**config.mk**
```make
export PLATFORM = sky130hd
export DESIGN_NAME = forwarding_unit_flat
export DESIGN_NICKNAME = d
export VERILOG_FILES = /design/src/rtl/forwarding_unit_if.sv /design/src/rtl/forwarding_unit.sv /design/src/flat_wrapper.sv
export SDC_FILE = /design/constraint.sdc
export NUM_CORES = 1
export LEC_CHECK = 0
export CAP_MARGIN = 30
export CORE_MARGIN = 10
export CORE_UTILIZATION = 35
export CTS_CLUSTER_DIAMETER = 50
export DETAILED_ROUTE_END_ITERATION = 16
export PLACE_DENSITY = 0.7
export SYNTH_ARGS = -nofsm -noshare
export SYNTH_HDL_FRONTEND = slang
export SYNTH_SLANG_ARGS = --single-unit
```
**constraint.sdc**
```tcl
create_clock -name clk -period 2 [get_ports clk]
set_input_delay 0.4 -clock clk [delete_from_list [all_inputs] [get_ports clk]]
set_output_delay 0.4 -clock clk [all_outputs]
set_load 0.01 [all_outputs]
```
**src/rtl/forwarding_unit_if.sv**
```systemverilog
// Decode-side bundle for forwarding_unit: ID fields and pipeline controls in, operand selects and load-use stall out.
// The statistics counter ports exist only when FWD_STATS_EN is defined.
interface forwarding_unit_if #(
    parameter int REG_ADDR_W = 5
`ifdef FWD_STATS_EN
    ,
    parameter int CNT_W = 16
`endif
);
    logic                  id_valid;
    logic [REG_ADDR_W-1:0] id_rs;
    logic [REG_ADDR_W-1:0] id_rt;
    logic                  id_uses_rt;
    logic [REG_ADDR_W-1:0] id_rd;
    logic                  id_reg_write;
    logic                  id_mem_read;
    logic                  flush;
    logic                  freeze;
    logic [1:0]            fwd_sel_a;
    logic [1:0]            fwd_sel_b;
    logic                  stall;
`ifdef FWD_STATS_EN
    logic [CNT_W-1:0]      stall_count;
    logic [CNT_W-1:0]      fwd_count;
`endif

    modport master (
        output id_valid, id_rs, id_rt, id_uses_rt, id_rd, id_reg_write, id_mem_read, flush, freeze,
        input  fwd_sel_a, fwd_sel_b, stall
`ifdef FWD_STATS_EN
        ,
        input  stall_count, fwd_count
`endif
    );

    modport slave (
        input  id_valid, id_rs, id_rt, id_uses_rt, id_rd, id_reg_write, id_mem_read, flush, freeze,
        output fwd_sel_a, fwd_sel_b, stall
`ifdef FWD_STATS_EN
        ,
        output stall_count, fwd_count
`endif
    );
endinterface

```
**src/rtl/forwarding_unit.sv**
```systemverilog
// Forwarding and load-use hazard control for the 5-stage pipeline: tracks EX/MEM destinations, registers operand
// selects one cycle ahead and raises a combinational stall. Macro FWD_STATS_EN adds stall/forward counters.
module forwarding_unit #(
    parameter int REG_ADDR_W = 5
`ifdef FWD_STATS_EN
    ,
    parameter int CNT_W = 16
`endif
) (
    input  logic             clk,
    input  logic             rst_n,
    forwarding_unit_if.slave bus
);

    typedef struct packed {
        logic                  valid;
        logic [REG_ADDR_W-1:0] rd;
        logic                  reg_write;
        logic                  mem_read;
    } stage_t;

    localparam logic [REG_ADDR_W-1:0] REG_ZERO = {REG_ADDR_W{1'b0}};
    localparam stage_t BUBBLE = '{valid: 1'b0, rd: REG_ZERO, reg_write: 1'b0, mem_read: 1'b0};

    stage_t     ex_q, ex_d;
    stage_t     mem_q, mem_d;
    logic [1:0] fwd_sel_a_q, fwd_sel_a_d;
    logic [1:0] fwd_sel_b_q, fwd_sel_b_d;
    logic [1:0] sel_a_s, sel_b_s;
    logic       stall_s;
    logic       bubble_s;

    function automatic logic is_writer(input stage_t st);
        return st.valid & st.reg_write & (st.rd != REG_ZERO);
    endfunction

    // The EX producer is newer than the MEM producer, so it is checked first.
    function automatic logic [1:0] fwd_select(input logic [REG_ADDR_W-1:0] src,
                                              input stage_t ex, input stage_t mem);
        logic [1:0] sel;
        if (is_writer(ex) && (ex.rd == src)) begin
            sel = 2'b01;
        end else if (is_writer(mem) && (mem.rd == src)) begin
            sel = 2'b10;
        end else begin
            sel = 2'b00;
        end
        return sel;
    endfunction

    // Select candidates for the ID instruction and the load-use stall.
    always_comb begin
        sel_a_s = fwd_select(bus.id_rs, ex_q, mem_q);
        if (bus.id_uses_rt) begin
            sel_b_s = fwd_select(bus.id_rt, ex_q, mem_q);
        end else begin
            sel_b_s = 2'b00;
        end
        stall_s = bus.id_valid & ~bus.flush & is_writer(ex_q) & ex_q.mem_read
                & ((ex_q.rd == bus.id_rs) | (bus.id_uses_rt & (ex_q.rd == bus.id_rt)));
    end

    // Next pipeline tracking state and registered selects.
    always_comb begin
        bubble_s    = bus.flush | stall_s | ~bus.id_valid;
        ex_d        = ex_q;
        mem_d       = mem_q;
        fwd_sel_a_d = fwd_sel_a_q;
        fwd_sel_b_d = fwd_sel_b_q;
        if (bus.freeze) begin
            ex_d        = ex_q;
            mem_d       = mem_q;
            fwd_sel_a_d = fwd_sel_a_q;
            fwd_sel_b_d = fwd_sel_b_q;
        end else begin
            mem_d = ex_q;
            if (bubble_s) begin
                ex_d        = BUBBLE;
                fwd_sel_a_d = 2'b00;
                fwd_sel_b_d = 2'b00;
            end else begin
                ex_d        = '{valid: 1'b1, rd: bus.id_rd, reg_write: bus.id_reg_write,
                                mem_read: bus.id_mem_read};
                fwd_sel_a_d = sel_a_s;
                fwd_sel_b_d = sel_b_s;
            end
        end
    end

`ifdef FWD_STATS_EN
    localparam logic [CNT_W-1:0] CNT_MAX = {CNT_W{1'b1}};
    localparam logic [CNT_W-1:0] CNT_ONE = {{(CNT_W-1){1'b0}}, 1'b1};

    logic [CNT_W-1:0] stall_count_q, stall_count_d;
    logic [CNT_W-1:0] fwd_count_q, fwd_count_d;

    // Saturating statistics counters, frozen together with the pipeline.
    always_comb begin
        if (~bus.freeze & stall_s & (stall_count_q != CNT_MAX)) begin
            stall_count_d = stall_count_q + CNT_ONE;
        end else begin
            stall_count_d = stall_count_q;
        end
        if (~bus.freeze & ((fwd_sel_a_d != 2'b00) | (fwd_sel_b_d != 2'b00)) & (fwd_count_q != CNT_MAX)) begin
            fwd_count_d = fwd_count_q + CNT_ONE;
        end else begin
            fwd_count_d = fwd_count_q;
        end
    end
`endif

    // State registers with asynchronous clear.
    always_ff @(posedge clk or negedge rst_n) begin
        if (!rst_n) begin
            ex_q          <= BUBBLE;
            mem_q         <= BUBBLE;
            fwd_sel_a_q   <= 2'b00;
            fwd_sel_b_q   <= 2'b00;
`ifdef FWD_STATS_EN
            stall_count_q <= {CNT_W{1'b0}};
            fwd_count_q   <= {CNT_W{1'b0}};
`endif
        end else begin
            ex_q          <= ex_d;
            mem_q         <= mem_d;
            fwd_sel_a_q   <= fwd_sel_a_d;
            fwd_sel_b_q   <= fwd_sel_b_d;
`ifdef FWD_STATS_EN
            stall_count_q <= stall_count_d;
            fwd_count_q   <= fwd_count_d;
`endif
        end
    end

    assign bus.fwd_sel_a = fwd_sel_a_q;
    assign bus.fwd_sel_b = fwd_sel_b_q;
    assign bus.stall     = stall_s;
`ifdef FWD_STATS_EN
    assign bus.stall_count = stall_count_q;
    assign bus.fwd_count   = fwd_count_q;
`endif

endmodule

```
**src/flat_wrapper.sv**
```systemverilog
// flat-port wrapper written by rule: the top's interface ports become plain ports
module forwarding_unit_flat 
#(
    parameter int REG_ADDR_W = 5

)
  (clk, rst_n, bus_id_valid, bus_id_rs, bus_id_rt, bus_id_uses_rt, bus_id_rd, bus_id_reg_write, bus_id_mem_read, bus_flush, bus_freeze, bus_fwd_sel_a, bus_fwd_sel_b, bus_stall);
  forwarding_unit_if #(.REG_ADDR_W(REG_ADDR_W)) bus_i ();
  input  logic clk;
  input  logic rst_n;
  input wire logic [$bits(bus_i.id_valid)-1:0] bus_id_valid;
  input wire logic [$bits(bus_i.id_rs)-1:0] bus_id_rs;
  input wire logic [$bits(bus_i.id_rt)-1:0] bus_id_rt;
  input wire logic [$bits(bus_i.id_uses_rt)-1:0] bus_id_uses_rt;
  input wire logic [$bits(bus_i.id_rd)-1:0] bus_id_rd;
  input wire logic [$bits(bus_i.id_reg_write)-1:0] bus_id_reg_write;
  input wire logic [$bits(bus_i.id_mem_read)-1:0] bus_id_mem_read;
  input wire logic [$bits(bus_i.flush)-1:0] bus_flush;
  input wire logic [$bits(bus_i.freeze)-1:0] bus_freeze;
  output wire logic [$bits(bus_i.fwd_sel_a)-1:0] bus_fwd_sel_a;
  output wire logic [$bits(bus_i.fwd_sel_b)-1:0] bus_fwd_sel_b;
  output wire logic [$bits(bus_i.stall)-1:0] bus_stall;
  assign bus_i.id_valid = bus_id_valid;
  assign bus_i.id_rs = bus_id_rs;
  assign bus_i.id_rt = bus_id_rt;
  assign bus_i.id_uses_rt = bus_id_uses_rt;
  assign bus_i.id_rd = bus_id_rd;
  assign bus_i.id_reg_write = bus_id_reg_write;
  assign bus_i.id_mem_read = bus_id_mem_read;
  assign bus_i.flush = bus_flush;
  assign bus_i.freeze = bus_freeze;
  assign bus_fwd_sel_a = bus_i.fwd_sel_a;
  assign bus_fwd_sel_b = bus_i.fwd_sel_b;
  assign bus_stall = bus_i.stall;
  forwarding_unit #(.REG_ADDR_W(REG_ADDR_W)) u_core (.clk(clk), .rst_n(rst_n), .bus(bus_i));
endmodule
```
== Word level (Yosys, flattened, before mapping) ==
Index checks and enable logic that the tools add are counted.
Widths: inputs -> output; s select.

* Logic and storage cells: 41
* ROM bits: 0
* Memories: 0
* Bits in latches: 0
* Bits in registers: 19
* Output and inout port bits: 5
* Memory bits (writable): 0

* $add $sub $neg: 0
* Reductions and logical operators: 6
* Magnitude comparators: 0
* Eq/ne operators: 4
* Shifts and indexed selects: 0
* Bitwise operators: 14
* Div/mod/pow operators: 0
* Multiplexer cells: 8
* Multipliers: 0

{| class="wikitable"
|+ Operators with widths
! operator !! count
|-
| $eq 5x5->1 || 4
|-
| $mux 2 || 7
|-
| $reduce_bool 5->1 || 2
|-
| $and 1x1->1 || 9
|-
| $mux 8 || 1
|-
| $logic_and 1x1->1 || 4
|-
| $or 1x1->1 || 3
|-
| $not 1->1 || 2
|}

== Logic depth before layout (Yosys ltp) ==
Gate-level depths: netlist of the first run.

* Word-level depth: 8
* Gate-level depth with buffers: 6

== Worst setup path before layout of the first run ==
Ideal clock, no wire load.

* Kind: reg-to-output
* Start: register u_core.ex_q[3] (netlist name)
* End: output bus_stall
* Path buffers: 1
* Data arrival time: 1.469 ns
* Slack: 0.131 ns
* Cell stages (with the launch flop): 7
* Cell sequence: dfrtp_1 -> or3_1 -> o311a_1 -> nand4b_1 -> or2_1 -> buf_6 -> inv_1

* Longest elaborated chain between the ends: 5
* Elaborated cells between the ends (all ways): 9
* Those cells by class: eq/ne: 2; bitwise: 6; reduce/logical: 1

{| class="wikitable"
|+ Ends and longest elaborated chain
! element !! line !! text
|-
| start: declaration || forwarding_unit.sv:25 || <nowiki>stage_t ex_q, ex_d;</nowiki>
|-
| start signal: assignment || forwarding_unit.sv:115 || <nowiki>ex_q <= BUBBLE;</nowiki>
|-
| start signal: assignment || forwarding_unit.sv:124 || <nowiki>ex_q <= ex_d;</nowiki>
|-
| $reduce_bool 5->1 || forwarding_unit.sv:34 || <nowiki>return st.valid & st.reg_write & (st.rd != REG_ZERO);</nowiki>
|-
| $and 1x1->1 || forwarding_unit.sv:34 ||
|-
| $and 1x1->1 (2 in series) || forwarding_unit.sv:59 || <nowiki>stall_s = bus.id_valid & ~bus.flush & is_writer(ex_q) & ex_q.mem_read</nowiki>
|-
| $and 1x1->1 * || forwarding_unit.sv:60 || <nowiki>& ((ex_q.rd == bus.id_rs) | (bus.id_uses_rt & (ex_q.rd == bus.id_rt)));</nowiki>
|-
| end: declaration || flat_wrapper.sv:22 || <nowiki>output wire logic [$bits(bus_i.stall)-1:0] bus_stall;</nowiki>
|}

Every way passes the cells marked *; elsewhere a longest branch is shown, timed or not.

== Worst setup path after layout of the first run ==
* Start: input bus_id_rs[1]
* End: output bus_stall

* Longest elaborated chain between the ends: 3

{| class="wikitable"
|+ Ends and longest elaborated chain
! element !! line !! text
|-
| start: declaration || flat_wrapper.sv:12 || <nowiki>input wire logic [$bits(bus_i.id_rs)-1:0] bus_id_rs;</nowiki>
|-
| $eq 5x5->1 || forwarding_unit.sv:60 ||
|-
| $or 1x1->1 || forwarding_unit.sv:60 ||
|-
| $and 1x1->1 || forwarding_unit.sv:60 ||
|}

Every way passes these cells.

==> flow_summary.ini, run 1 <==
[outcome]
outcome = finished with violations
violations = setup timing

[global_route]
grt_max_degree = 20
grt_first_pass_wirelength_um = 4760
grt_use_total_pct = 10.7
globalRoute.totalOverflow = 0
grt_pass1_vias = 1017
grt_antenna_before_repair = 0

[floorplanning]
coreArea_um2 = 2780
die-area_um2 = 5470
ios = 28
die_w_um = 74.0
die_y_um = 74.0
core.rowCount = 19
start_util_pct = 36.7

[sta]
finClkSkew_ns = 0.00182
hold_violations = 0
rsz0062_at_grt = true
worst_slack_ns = -0.289
fin_crit_sh_pct = 114
max_freq_mhz = 437
setup_violations = 1
worst_slew_margin_rel_pct = 74.5
min_period_ns = 2.29
slew_viol_final = 0
tightest_slew_ns = 0.379

[job]
maxCapViolCount = 0

[routing]
drt_wl_total_um = 2710
vias = 876
via_per_inst = 5.06
drcViolationCount = 0
drt_iter0_drc = 25
wl_per_cell_um = 15.7
ant_nets = 0
drtPass1Iterations = 4

[worst_setup_path]
cp_max_fo = 2
cp.arrival_ns = 1.89
crit_start = bus_id_rs[1]
cp_cell_sequence = clkdlybuf4s50_1 > xor2_2 > nor4_4 > a22oi_2 > or2_1 > inv_1 > buf_2
end_kind = output pin
critPathKind = in2out
required_ns = 1.60
worst_setup_path_start_kind = input pin
slowest_stage = clkdlybuf4s50_1
timing.critical_path.max_delay_family = buffers and inverters
worst_path_largest_cell_delay_ns = 0.47
r2r_start = u_core.ex_q[3]
cp_num_buf_inv = 3

[final_layout]
most-common-layout-cells = buf_4 (25), clkdlybuf4s50_1 (24), dfrtp_1 (19)
diodes = 0
fin_util_pct = 57.0
seqCellArea_um2 = 475
fin_cells = 173
multi_input_area_um2 = 562
area_growth_pct = 55.6
layout_commonest_cell = buf_4
nFillCells = 239
drive_gt1_share_pct = 32.4
final_nets = 166

[pwr]
p_sw_w = 0.000212
irDropWorstVdd_mv = 0.518
p_seq_share_pct = 52.7
netSwitchingFraction_pct = 26.1
power_density_nw_per_um2 = 513
leakage_nw = 0.747
power_w = 0.000813
internal-power_w = 0.000601
clkPwrFrac_pct = 23.2
combinationalPowerShare_pct = 24.1

[cts]
cts_tree = yes
path_clk_slew_ns = 0.10
cts.path.max_buffers = 2
clock_latency_ns = 0.29
cts_root_buf = clkbuf_4
cts.sinks = 19
htreeDepth = 1
cts_made_buffers = 3

[placed_design]
dp.cells = 166
dp_slack_ns = -0.714
dp_hpwl_um = 2220
globalplace.congestion = 0.928
port_buffers = 27

[logic_synthesis]
synth_seq_area_share_pct = 46.6
synth_warnings = 0
netlist_instances = 87
avgSynthCellArea_um2 = 11.7
synthDistinctLibCells = 29
netlist_area_um2 = 1020
synth-seq-cells = 19
syn-num-nets = 110

[worst_hold_path]
min_path_type = in2async
[routing by layer]
metal	part of all wire (%)	global-route usage, %	vias to the layer above
li1	-	-	436
met1	41	12.4	416
met2	52	18.6	22
met3	5.5	3.99	2
met4	1.1	1.45	0
met5	0	0	-
[flip-flops by register name, indices dropped and copies added, names as in the netlist]
register	cells
u_core.bus.fwd_sel_a	2
u_core.mem_q	7
u_core.bus.fwd_sel_b	2
u_core.ex_q	8
[timing repair]
| item | 4_1_cts | 5_1_grt |
|---|---|---|
| buffers inserted | 1 | 2 |
| pin swaps | 3 | 5 |
| hold buffers | 0 | 0 |
| gates resized for setup | 7 | 7 |
| endpoints found under the setup margin | 1 | 8 |
[layout make-up]
cell class,count,area share [%]
Sequential cell,19,30.0
Timing Repair Buffer,54,30.3
Clock buffer,4,1.66
Tap cell,31,2.44
Inverter,1,0.237
Multi-Input combinational cell,64,35.4
[power groups by stage]
stage / sequential (W) / combinational (W) / clock (W)
floorplan: 0.000430 / 0.0000781 / 0
global placement: 0.000436 / 0.000177 / 0
detailed placement: 0.000436 / 0.000183 / 0
CTS: 0.000428 / 0.000191 / 0.000193
global route: 0.000433 / 0.000215 / 0.000213
finish: 0.000429 / 0.000196 / 0.000189
[cell families after synthesis]
family	count (synthesis)	share of synthesized area, %
compound gates	15	12.4
buf+inv	4	2.21
xor+xnor	20	17.2
mux	7	7.73
flops	19	46.6
simple gates	22	13.9
[path summary, 6_finish.rpt]
| kind | end | depth (start not counted) | slack, ns |
|---|---|---|---|
| setup / recovery | bus_stall | 7 | -0.29 |
| hold / removal | u_core.mem_q[4] | 2 | 0.43 |
| setup reg to reg | u_core.ex_q[1] | 7 | 0.08 |
| hold reg to reg | u_core.bus.fwd_sel_a[1] | 2 | 0.49 |
| max in group asynchronous | u_core.mem_q[1] | 2 | 1.37 |
| min in group clk | u_core.bus.fwd_sel_a[1] | 2 | 0.49 |
[synth_stat cells (all sizes together)]
cell,count,area share [%]
a32o,7,6.9
clkbuf,2,0.74
nand2,6,2.2
or4,1,0.74
o211ai,1,0.74
nor3,3,1.5
o311a,1,0.98
mux2,7,7.7
or3,1,0.61
a22oi,1,0.74
xnor2,4,3.4
nand3,1,0.49
buf,1,1.1
or2,1,0.61
inv,1,0.37
dfrtp,19,47
xor2,16,14
and3,1,0.61
nand4b,1,0.86
o21ai,3,1.5
nand4,2,1.2
nor2,1,0.37
a22o,1,0.86
o31ai,1,0.74
nor4,2,2.7
nor3b,2,2.0
[through the flow]
stage	area (um^2)	setup TNS [ns]	hold WS, ns
floorplan	1020	0	0.104
global placement	1490	-2.70	0.466
detailed placement	1490	-2.82	0.476
CTS	1540	-0.317	0.435
global route	1590	-0.634	0.437
finish	1590	-0.289	0.429
(Power assumes the default switching activity.)
==> run 2, diff against run 1 <==
--- a/config.mk
+++ b/config.mk
@@ -6,6 +6,7 @@
 export NUM_CORES = 1
 export LEC_CHECK = 0
 export CAP_MARGIN = 30
+export CORE_ASPECT_RATIO = 0.6
 export CORE_MARGIN = 10
 export CORE_UTILIZATION = 35
 export CTS_CLUSTER_DIAMETER = 50
==> run 2 against run 1 <==
  * The flow still finishes with violations (setup timing)
  * Cell count increased by 6.9%
  * Via count increased by 3.8%
  * Flip-flop and latch count unchanged
  * Clock-buffer cell count decreased by 1
  * Critical path depth unchanged
  * Combinational power about the same
  * Fmax increased by 1.8%
  * Total power increased by 9.9%
  * Setup slack improved by 0.040 ns
  * Sequential share of layout area decreased by 0.49 points
  * Largest power group unchanged
  * Highest routed layer unchanged
==> flow_summary.ini, run 2 (synthesis gave the netlist of run 1 again) <==
[worst_setup_path]
cp_cell_sequence = clkdlybuf4s50_1 > xor2_1 > nor3_2 > a22oi_2 > or2_1 > inv_1 > buf_2
ff2ff_setup_slack_ns = 0.09
r2r_end = u_core.ex_q[4]
path_depth = 7
cp.arrival_ns = 1.85
critPathKind = in2out
ff2ff_path_depth = 7
timing.critical_path.max_delay_family = buffers and inverters
crit_start = bus_id_rt[3]
worst_setup_path_start_kind = input pin
r2r_start = u_core.ex_q[2]
end_kind = output pin
required_ns = 1.60
endpoint = bus_stall
worst_path_largest_cell_delay_ns = 0.44
cp_max_fo = 2
slowest_stage = clkdlybuf4s50_1
cp_num_buf_inv = 3

[global_route]
grt_antenna_before_repair = 0
grt_first_pass_wirelength_um = 4540
grt_use_total_pct = 11.1
grt_max_degree = 20
globalRoute.totalOverflow = 0
grt_pass1_vias = 913

[sta]
rsz0062_at_grt = true
worst_slew_margin_rel_pct = 77.5
max_freq_mhz = 445
finClkSkew_ns = 0.00409
worst_slack_ns = -0.249
hold_violations = 0
slew_viol_final = 0
whs_ns = 0.478
fin_crit_sh_pct = 112
min_period_ns = 2.25
setup_violations = 1
tightest_slew_ns = 0.336

[final_layout]
reg_top3 = u_core.ex_q: 8 flops, u_core.mem_q: 7 flops
nFillCells = 238
drive_gt1_share_pct = 35.7
seqCellArea_um2 = 478
largest_reg_flops = 8
area_growth_pct = 59.0
most-common-layout-cells = buf_4 (28), clkdlybuf4s50_1 (22), dfrtp_1 (17)
layout_commonest_cell = buf_4
final_nets = 167
diodes = 0
largest-register = u_core.ex_q
multi_input_area_um2 = 567

[floorplanning]
die_y_um = 61.8
die_w_um = 89.7
coreArea_um2 = 2830
start_util_pct = 36.0
core.rowCount = 15
die-area_um2 = 5540
ios = 28

[cts]
cts.sinks = 19
cts_root_buf = clkbuf_8
htreeDepth = 1
clock_latency_ns = 0.26
cts.path.max_buffers = 2
cts_tree = yes
path_clk_slew_ns = 0.07
cts_made_buffers = 3
ctsHoldBuffers = 0

[routing]
vias = 909
drt_wl_total_um = 3000
wl_per_cell_um = 16.2
ant_nets = 0
via_per_inst = 4.91
drcViolationCount = 0
drtPass1Iterations = 4
drt_iter0_drc = 31

[outcome]
violations = setup timing
outcome = finished with violations

[placed_design]
dp_hpwl_um = 2290
port_buffers = 27
dp_slack_ns = -0.728
globalplace.congestion = 0.818

[pwr]
irDropWorstVdd_mv = 0.273
power_density_nw_per_um2 = 551
leakage_nw = 0.755

[job]
maxCapViolCount = 0

[worst_hold_path]
min_path_type = in2async
run 2: cell types whose count changed in the layout (fill, tap and decap cells not counted), moves of 2 or more:
cell / change
buf_4: +3
buf_6: -2
clkbuf_4: -3
clkbuf_8: +3
clkdlybuf4s50_1: -2
dfrtp_1: -2
dfrtp_2: +2
dlygate4sd2_1: +3
nor3_1: -2
xor2_1: +3
xor2_2: -3
run 2: cell type report:
class                   instances  area share [%]
clock inverters                 1           0.309
inverters                       1           0.231
multi-input cells              64            35.0
well taps                      42            3.24
flip-flops and latches         19            29.5
repair buffers                 55            29.2
clock buffers                   3            2.55
run 2: report_power, final:
part | switching [W] | internal, W
combinational | 0.0000803 | 0.000116
sequential | 0.0000254 | 0.000405
clock | 0.000128 | 0.000139
run 2: worst min path at each step:
stage,to,cells past startpoint
after global placement,u_core.bus.fwd_sel_a[1],2
final,u_core.bus.fwd_sel_a[0],2
after CTS,u_core.mem_q[2],2
after global routing,u_core.mem_q[5],2
after detailed placement,u_core.bus.fwd_sel_a[1],2
after floorplan,u_core.bus.fwd_sel_a[0],0
run 2: through the flow:
step / setup TNS, ns / total power, W / instances / area (um^2) / utilization, %
floorplan: 0 / 0.000508 / 87 / 1020 / -
global placement: -2.77 / 0.000612 / 176 / 1500 / 52.8
detailed placement: -2.82 / 0.000618 / 176 / 1500 / 52.8
CTS: -0.258 / 0.000892 / 185 / 1600 / 56.3
global route: -0.372 / 0.000933 / 185 / 1620 / 57.2
finish: -0.249 / 0.000894 / 185 / 1620 / 57.2
run 2: timing repair:
| item | CTS | global route |
|---|---|---|
| setup buffers | 5 | 1 |
| pin swaps | 5 | 6 |
| resized for setup | 13 | 5 |
| setup endpoints to repair | 1 | 9 |
run 2: routing by layer:
metal / global-route usage (%) / vias to the layer above / wire length [um]
li1: - / 433 / -
met5: 0 / - / 0
met3: 4.95 / 5 / 227
met1: 13.3 / 445 / 1370
met2: 17.5 / 26 / 1380
met4: 3.83 / 0 / 21
==> run 3, diff against run 2 <==
--- a/config.mk
+++ b/config.mk
@@ -9,6 +9,7 @@
 export CORE_ASPECT_RATIO = 0.6
 export CORE_MARGIN = 10
 export CORE_UTILIZATION = 35
+export CTS_BUF_LIST = sky130_fd_sc_hd__clkbuf_4
 export CTS_CLUSTER_DIAMETER = 50
 export DETAILED_ROUTE_END_ITERATION = 16
 export PLACE_DENSITY = 0.7
==> run 3 against run 2 <==
  * Fmax is 1.1% lower
  * Critical endpoint unchanged
  * Largest cell class unchanged
  * The flow still finishes with violations (setup timing)
  * Utilization decreased by 1.2 points
  * Sequential share of layout area increased by 0.63 points
  * Die area stayed put
==> flow_summary.ini, run 3 (synthesis gave the netlist of run 1 again) <==
[sta]
max_freq_mhz = 440
worst_slack_ns = -0.273
rsz0062_at_grt = true
worst_slew_margin_rel_pct = 74.6
fin_crit_sh_pct = 114
min_period_ns = 2.27
hold_violations = 0
setup_violations = 1
finClkSkew_ns = 0.000916
setup_tns_ns = -0.273
tightest_slew_ns = 0.378
slew_viol_final = 0

[final_layout]
largest-register = u_core.ex_q
nFillCells = 238
most-common-layout-cells = buf_4 (27), clkdlybuf4s50_1 (24), dfrtp_1 (17)
diodes = 0
layout_commonest_cell = buf_4
reg_top3 = u_core.ex_q: 8 flops, u_core.mem_q: 7 flops
multi_input_area_um2 = 561
largest_reg_flops = 8
final_nets = 166
area_growth_pct = 55.7
drive_gt1_share_pct = 34.5
seqCellArea_um2 = 478
stdcell_area_um2 = 1590
fin_cells = 184

[worst_setup_path]
cp_max_fo = 4
worst_setup_path_start_kind = flip-flop
required_ns = 1.60
cp_cell_sequence = or3_1 > o311a_1 > nand4b_1 > or2_1 > inv_1 > buf_2
worst_path_largest_cell_delay_ns = 0.46
critPathKind = reg2out
end_kind = output pin
slowest_stage = dfrtp_2
cp.arrival_ns = 1.87

[pwr]
netSwitchingFraction_pct = 27.5
irDropWorstVdd_mv = 0.275
internal-power_w = 0.000596
p_sw_w = 0.000226
p_seq_share_pct = 52.3
leakage_nw = 0.728
combinationalPowerShare_pct = 23.5
clkPwrFrac_pct = 24.2
power_w = 0.000822
power_density_nw_per_um2 = 518

[routing]
drtPass1Iterations = 4
ant_nets = 0
vias = 897
drt_wl_total_um = 2870
drcViolationCount = 0
drt_iter0_drc = 45
wl_per_cell_um = 15.6
via_per_inst = 4.88

[global_route]
grt_pass1_vias = 907
grt_antenna_before_repair = 0
grt_first_pass_wirelength_um = 4400
grt_max_degree = 20
globalRoute.totalOverflow = 0
grt_use_total_pct = 10.6

[cts]
clock_latency_ns = 0.30
cts_root_buf = clkbuf_4
path_clk_slew_ns = 0.11
cts.sinks = 19
cts_tree = yes
cts.path.max_buffers = 2
cts_made_buffers = 3
htreeDepth = 1

[placed_design]
globalplace.congestion = 0.818
dp_slack_ns = -0.728
dpl_cell_area_um2 = 1500
port_buffers = 27
dp_hpwl_um = 2290
dp.cells = 176

[floorplanning]
die-area_um2 = 5540
die_w_um = 89.7
ios = 28
coreArea_um2 = 2830
die_y_um = 61.8
start_util_pct = 36.0
core.rowCount = 15

[worst_hold_path]
min_path_type = in2async

[job]
maxCapViolCount = 0

[outcome]
outcome = finished with violations
violations = setup timing
==> run 3: cell count changes in the layout (fill, tap and decap cells not counted), sizes merged <==
cell / change
clkdlybuf4s50: +2
buf: -1
dlygate4sd2: -1
dlymetal6s2s: -1
==> run 3: worst paths after layout <==
| path | startpoint | depth (start not counted) | endpoint | slack [ns] |
|---|---|---|---|---|
| max | u_core.ex_q[2] | 6 | bus_stall | -0.27 |
| min | rst_n | 2 | u_core.bus.fwd_sel_a[0] | 0.42 |
| max reg2reg | u_core.ex_q[5] | 6 | u_core.ex_q[2] | 0.12 |
| min reg2reg | u_core.bus.fwd_sel_a[1] | 2 | u_core.bus.fwd_sel_a[1] | 0.50 |
| max in group asynchronous | rst_n | 2 | u_core.ex_q[3] | 1.36 |
| min in group clk | u_core.bus.fwd_sel_a[1] | 2 | u_core.bus.fwd_sel_a[1] | 0.50 |
==> run 3: power by group through the flow <==
| stage | Clock (W) | Combinational (W) | Sequential, W |
|---|---|---|---|
| global placement | 0 | 0.000175 | 0.000437 |
| finish | 0.000199 | 0.000193 | 0.000430 |
| floorplan | 0 | 0.0000781 | 0.000430 |
| global route | 0.000213 | 0.000209 | 0.000433 |
| CTS | 0.000197 | 0.000192 | 0.000430 |
| detailed placement | 0 | 0.000180 | 0.000438 |
==> run 3: final cells by class <==
| type | count | area share, % |
|---|---|---|
| well taps | 42 | 3.31 |
| clock inverters | 1 | 0.315 |
| clock buffers | 3 | 1.42 |
| inverters | 1 | 0.236 |
| flip-flops and latches | 19 | 30.1 |
| multi-input cells | 64 | 35.3 |
| repair buffers | 54 | 29.3 |
==> run 3: timing repair <==
item | CTS | global route
hold buffers | 0 | 0
gates resized for setup | 12 | 3
endpoints found under the setup margin | 1 | 2
pin swaps | 6 | 5
setup buffers | 5 | 0
==> run 3: through the flow <==
step / hold slack, ns / utilization [%]
final: 0.422 / 56.0
after global routing: 0.436 / 56.0
after CTS: 0.430 / 55.7
after detailed placement: 0.480 / 52.8
after global placement: 0.467 / 52.8
after floorplan: 0.104 / -
==> run 3: critical path, delay by kind of cell, from the launching register on <==
family | cells | cell delay [ns]
flops | 1 | 0.46
compound gates | 1 | 0.31
buf+inv | 2 | 0.18
simple gates | 3 | 0.62
==> run 3: layer usage <==
metal	vias to the layer above	GRT usage, %	routed length (um)	part of all wire, %
li1	430	-	-	-
met1	435	13.1	1350	47
met2	28	16.6	1260	44
met3	4	4.69	225	7.8
met4	0	2.70	40	1.4
met5	-	0	0	0
==> variant 1 (settings of run 2) <==
`REG_ADDR_W` is set to 5 in 3 places; all go to 6.
--- a/src/rtl/forwarding_unit_if.sv
+++ b/src/rtl/forwarding_unit_if.sv
@@ -1,7 +1,7 @@
 // Decode-side bundle for forwarding_unit: ID fields and pipeline controls in, operand selects and load-use stall out.
 // The statistics counter ports exist only when FWD_STATS_EN is defined.
 interface forwarding_unit_if #(
-    parameter int REG_ADDR_W = 5
+    parameter int REG_ADDR_W = 6
 `ifdef FWD_STATS_EN
     ,
     parameter int CNT_W = 16
--- a/src/rtl/forwarding_unit.sv
+++ b/src/rtl/forwarding_unit.sv
@@ -1,7 +1,7 @@
 // Forwarding and load-use hazard control for the 5-stage pipeline: tracks EX/MEM destinations, registers operand
 // selects one cycle ahead and raises a combinational stall. Macro FWD_STATS_EN adds stall/forward counters.
 module forwarding_unit #(
-    parameter int REG_ADDR_W = 5
+    parameter int REG_ADDR_W = 6
 `ifdef FWD_STATS_EN
     ,
     parameter int CNT_W = 16
--- a/src/flat_wrapper.sv
+++ b/src/flat_wrapper.sv
@@ -1,7 +1,7 @@
 // flat-port wrapper written by rule: the top's interface ports become plain ports
 module forwarding_unit_flat 
 #(
-    parameter int REG_ADDR_W = 5
+    parameter int REG_ADDR_W = 6
 
 )
   (clk, rst_n, bus_id_valid, bus_id_rs, bus_id_rt, bus_id_uses_rt, bus_id_rd, bus_id_reg_write, bus_id_mem_read, bus_flush, bus_freeze, bus_fwd_sel_a, bus_fwd_sel_b, bus_stall);
Interface: changed (resized bus_id_rd, bus_id_rs and bus_id_rt); port bits go from 28 to 31. No check against the original RTL was run, so the function may have changed too.
==> variant 1 against run 2 <==
The flow still finishes with violations (negative setup slack). Global-route usage increased by 0.51 points. Final cell count increased by 18%. Critical path depth decreased by 2. Sequential power increased by 9.5%. Routed wire length increased by 16%. Core utilization decreased by 1.4 points. Via count increased by 15%. Non-clock buffer count increased by 3. Cell area increased by 10%. Area after synthesis increased by 13%. Sequential cell count increased by 2. First-iteration DRC count decreased by 9.7%. Power increased by 8.0%. Setup slack improved by 0.0054 ns. Critical path type is now reg -> out.
==> variant 1: results (changes against run 2) <==
{| class="wikitable"
! Metric !! Value
|-
| Outcome || complete, but fails checks (unchanged)
|-
| Leading post-synthesis cells by instance count || nand2_1, dfrtp_1, xor2_1 (was dfrtp_1, xor2_1, a32o_1, mux2_2, nand2_1)
|-
| Drt initial violations || 28 (was 31)
|-
| Met2 Track Usage GR || 17.5% (about the same)
|-
| Placed Instance Area || 1680 um2 (was 1500 um2)
|-
| Static Leakage || 0.000813 uW (was 0.000755 uW)
|-
| Setup violators final || 2 (was 1)
|-
| Setup slack, reg-to-reg || -0.09 ns (was 0.09 ns)
|-
| Sequential area share after synthesis || 45.6% (was 46.6%)
|-
| Setup ws final || -0.243 ns (was -0.249 ns)
|-
| Share of synthesized area spent on multiplexers || 7.81% (was 7.73%)
|-
| Length of routed met3 wiring || 160 um (was 227 um)
|-
| Placer congestion estimate || 0.914 (was 0.818)
|-
| Complex-gate fraction of the synthesized area || 8.68% (was 12.4%)
|-
| GRT Util Overall || 11.6% (was 11.1%)
|-
| Routed met2 length || 1500 um (was 1380 um)
|-
| Cell types with the largest area share after synthesis || dfrtp_1, xor2_1, mux2_2 (unchanged)
|-
| Met1 Usage GRT || 16.4% (was 13.3%)
|-
| Largest registers ranked by flip-flop count || u_core.ex_q x9, u_core.mem_q x8 (was u_core.ex_q x8, u_core.mem_q x7)
|-
| Worst setup skew after layout || 0.00207 ns (was 0.00409 ns)
|-
| Global Route met3 Usage || 3.79% (was 4.95%)
|-
| Largest voltage drop on the vdd net || 388 uV (was 273 uV)
|-
| Relative slew margins || 79.7% (was 77.5%)
|-
| Detail-routed via count per cell || 4.78 (was 4.91)
|-
| Number of nets in the layout || 200 (was 167)
|-
| HPWL reported at the end of detailed placement || 2810 um (was 2290 um)
|-
| DP Worst Slack || -0.669 ns (was -0.728 ns)
|-
| First-pass GRT wire length || 5650 um (was 4540 um)
|-
| Post-CTS repair timing setup buffer count || 2 (was 5)
|-
| Violated checks || negative setup slack (unchanged)
|-
| Wirelength, routed || 3490 um (was 3000 um)
|-
| Routed metal-1 wire length || 1810 um (was 1370 um)
|}
## variant 1: changes by cell type after synthesis, moves of 2 or more
cell / change
nor2_1: +4
nor3_1: -3
nand2_1: +16
nand4_1: +2
o21ai_0: +8
dfrtp_1: +2
xor2_1: +3
nand3_1: +2
a32o_1: -7
nor4_1: +2
## variant 1: worst paths after layout
check | start | to | cells past startpoint
max | u_core.ex_q[2]$_DFFE_PN0N_ | bus_stall | 5
min | rst_n | u_core.bus.fwd_sel_a[1]$_DFFE_PN0N_ | 2
max reg2reg | u_core.ex_q[2]$_DFFE_PN0N_ | u_core.bus.fwd_sel_b[1]$_DFFE_PN0N_ | 6
min reg2reg | u_core.bus.fwd_sel_a[1]$_DFFE_PN0N_ | u_core.bus.fwd_sel_a[1]$_DFFE_PN0N_ | 2
max in group asynchronous | rst_n | u_core.ex_q[3]$_DFFE_PN0N_ | 2
min in group clk | u_core.bus.fwd_sel_a[1]$_DFFE_PN0N_ | u_core.bus.fwd_sel_a[1]$_DFFE_PN0N_ | 2
## variant 1: area by class of cell
cell class | count | area (um2)
clock inverters | 1 | 5.00
multi-input cells | 90 | 649
repair buffers | 58 | 509
flip-flops and latches | 21 | 527
fillers | 292 | 1420
clock buffers | 3 | 41.3
well taps | 45 | 56.3
## variant 1: power breakdown
| part | internal [uW] | leakage, uW | switching (uW) |
|---|---|---|---|
| combinational | 131 | 0.000505 | 93.5 |
| clock | 138 | 0.0000255 | 130 |
| sequential | 448 | 0.000283 | 24.0 |
## variant 1: worst max-delay path, cell delays in order (launching register included)
cell,delay [ns]
dfrtp_1,0.38
or4_1,0.52
o311a_1,0.34
nand4b_1,0.15
a21oi_2,0.06
buf_2,0.14
==> variant 2 (flow settings as in run 2) <==
Without the edit above. Reset style: synchronous (`rst_n`), changed in one clocked block. Comments in the files are not updated.
--- a/src/rtl/forwarding_unit.sv
+++ b/src/rtl/forwarding_unit.sv
@@ -110,7 +110,7 @@
 `endif
 
     // State registers with asynchronous clear.
-    always_ff @(posedge clk or negedge rst_n) begin
+    always_ff @(posedge clk) begin
         if (!rst_n) begin
             ex_q          <= BUBBLE;
             mem_q         <= BUBBLE;
Behaviour: differs if rst_n is asserted again (counterexample within 4 cycles, from zero or initial values and one cycle with rst_n low); with rst_n held inactive, the same outputs for 10 cycles.
==> variant 2 against run 2 <==
Critical path type unchanged. Clock skew barely moved. Clock power down 2%. Power down 13%. Routed wire length shrank 10%. Final cell count shrank 8.1%. Area after synthesis down 5.0%. Sequential cell count is the same. Cell area shrank 11%. Setup slack better by 0.32 ns. Worst hold slack worse by 0.010 ns.
==> variant 2: results (changes against run 2) <==
{| class="wikitable"
! Metric !! Value
|-
| Pin count of the biggest net entering global routing || 12 (was 20)
|-
| Setup slack, reg-to-reg || 0.12 ns (was 0.09 ns)
|-
| Met1 Usage GRT || 14.1% (was 13.3%)
|-
| Cell variety after synth || 28 (was 29)
|-
| Met2 Track Usage GR || 15.7% (was 17.5%)
|-
| Post-Synthesis Net Count || 118 (was 110)
|-
| Share of flip-flops with an asynchronous set or reset after synthesis || 0% (was 100%)
|-
| Post-CTS repair timing setup buffer count || 0 (was 5)
|-
| Depth of the worst register-to-register path || 6 (was 7)
|-
| Sequential area share after synthesis || 39.3% (was 46.6%)
|-
| Count of vias placed by the detailed router || 861 (was 909)
|-
| First element of the critical path || bus_id_valid (was bus_id_rt[3])
|-
| Slew at the pin closest to its max-slew limit || 0.401 ns (was 0.336 ns)
|-
| GRT Util Overall || 10.8% (was 11.1%)
|-
| Switching power as a share of total power || 22.3% (was 26.1%)
|-
| Wirelength, routed || 2700 um (was 3000 um)
|-
| Worst setup skew after layout || 0.00403 ns (was 0.00409 ns)
|-
| Routed metal-1 wire length || 1280 um (was 1370 um)
|-
| Leading post-synthesis cells by instance count || dfxtp_1, xnor2_1, nor2b_1, xor2_1 (was dfrtp_1, xor2_1, a32o_1, mux2_2, nand2_1)
|-
| Routed met2 length || 1150 um (was 1380 um)
|-
| Drt initial violations || 12 (was 31)
|-
| Placer congestion estimate || 0.791 (was 0.818)
|-
| Post-route worst hold slack || 0.467 ns (was 0.478 ns)
|-
| Ratio of cells with drive above 1 in the final layout || 20.3% (was 35.7%)
|-
| Tmin final || 1.93 ns (was 2.25 ns)
|-
| Outcome || completed (was complete, but fails checks)
|}
[variant 2: cell types whose count changed after synthesis, moves of 3 or more]
cell	change
xnor2_1	+8
mux2i_1	+7
dfrtp_1	-19
dfxtp_1	+19
nand2_1	-4
a22o_1	+3
nor2b_1	+8
xor2_1	-8
mux2_2	-7
[variant 2: logic make-up (layout without fill, tap and decap cells)]
family / Yosys count / count (layout) / share of synthesized area (%)
AOI/OAI and AO/OA: 15 / 15 / 14.2
xor gates and xnor gates: 20 / 20 / 18.1
buffers and inverters: 5 / 48 / 2.07
DFF: 19 / 19 / 39.3
muxes: 7 / 7 / 7.24
and+or+nand+nor: 29 / 29 / 19.1
[variant 2: how the worst max path moves through the flow]
stage           endpoint  cells past startpoint
4_1_cts        bus_stall                      7
2_1_floorplan  bus_stall                      6
3_3_place_gp   bus_stall                      7
3_5_place_dp   bus_stall                      7
6_report       bus_stall                      5
5_1_grt        bus_stall                      6
[variant 2: final cells by class]
cell class	count	share of cell area [%]
Tap cell	32	2.77
Multi-Input combinational cell	71	40.6
Clock buffer	4	3.12
Sequential cell	19	26.6
Inverter	1	0.260
Timing Repair Buffer	43	26.7
[variant 2: power by group through the flow]
stage / Clock (uW) / Sequential, uW / Combinational (uW)
2_1_floorplan: 0 / 398 / 47.1
3_3_place_gp: 0 / 400 / 122
3_5_place_dp: 0 / 401 / 125
4_1_cts: 271 / 392 / 120
5_1_grt: 283 / 393 / 132
6_report: 260 / 392 / 122
[variant 2: critical path: stages]
cell and delay, ns:
clkdlybuf4s50_1 0.46, nor2b_1 0.27, o2111ai_2 0.21, inv_2 0.09, buf_6 0.10
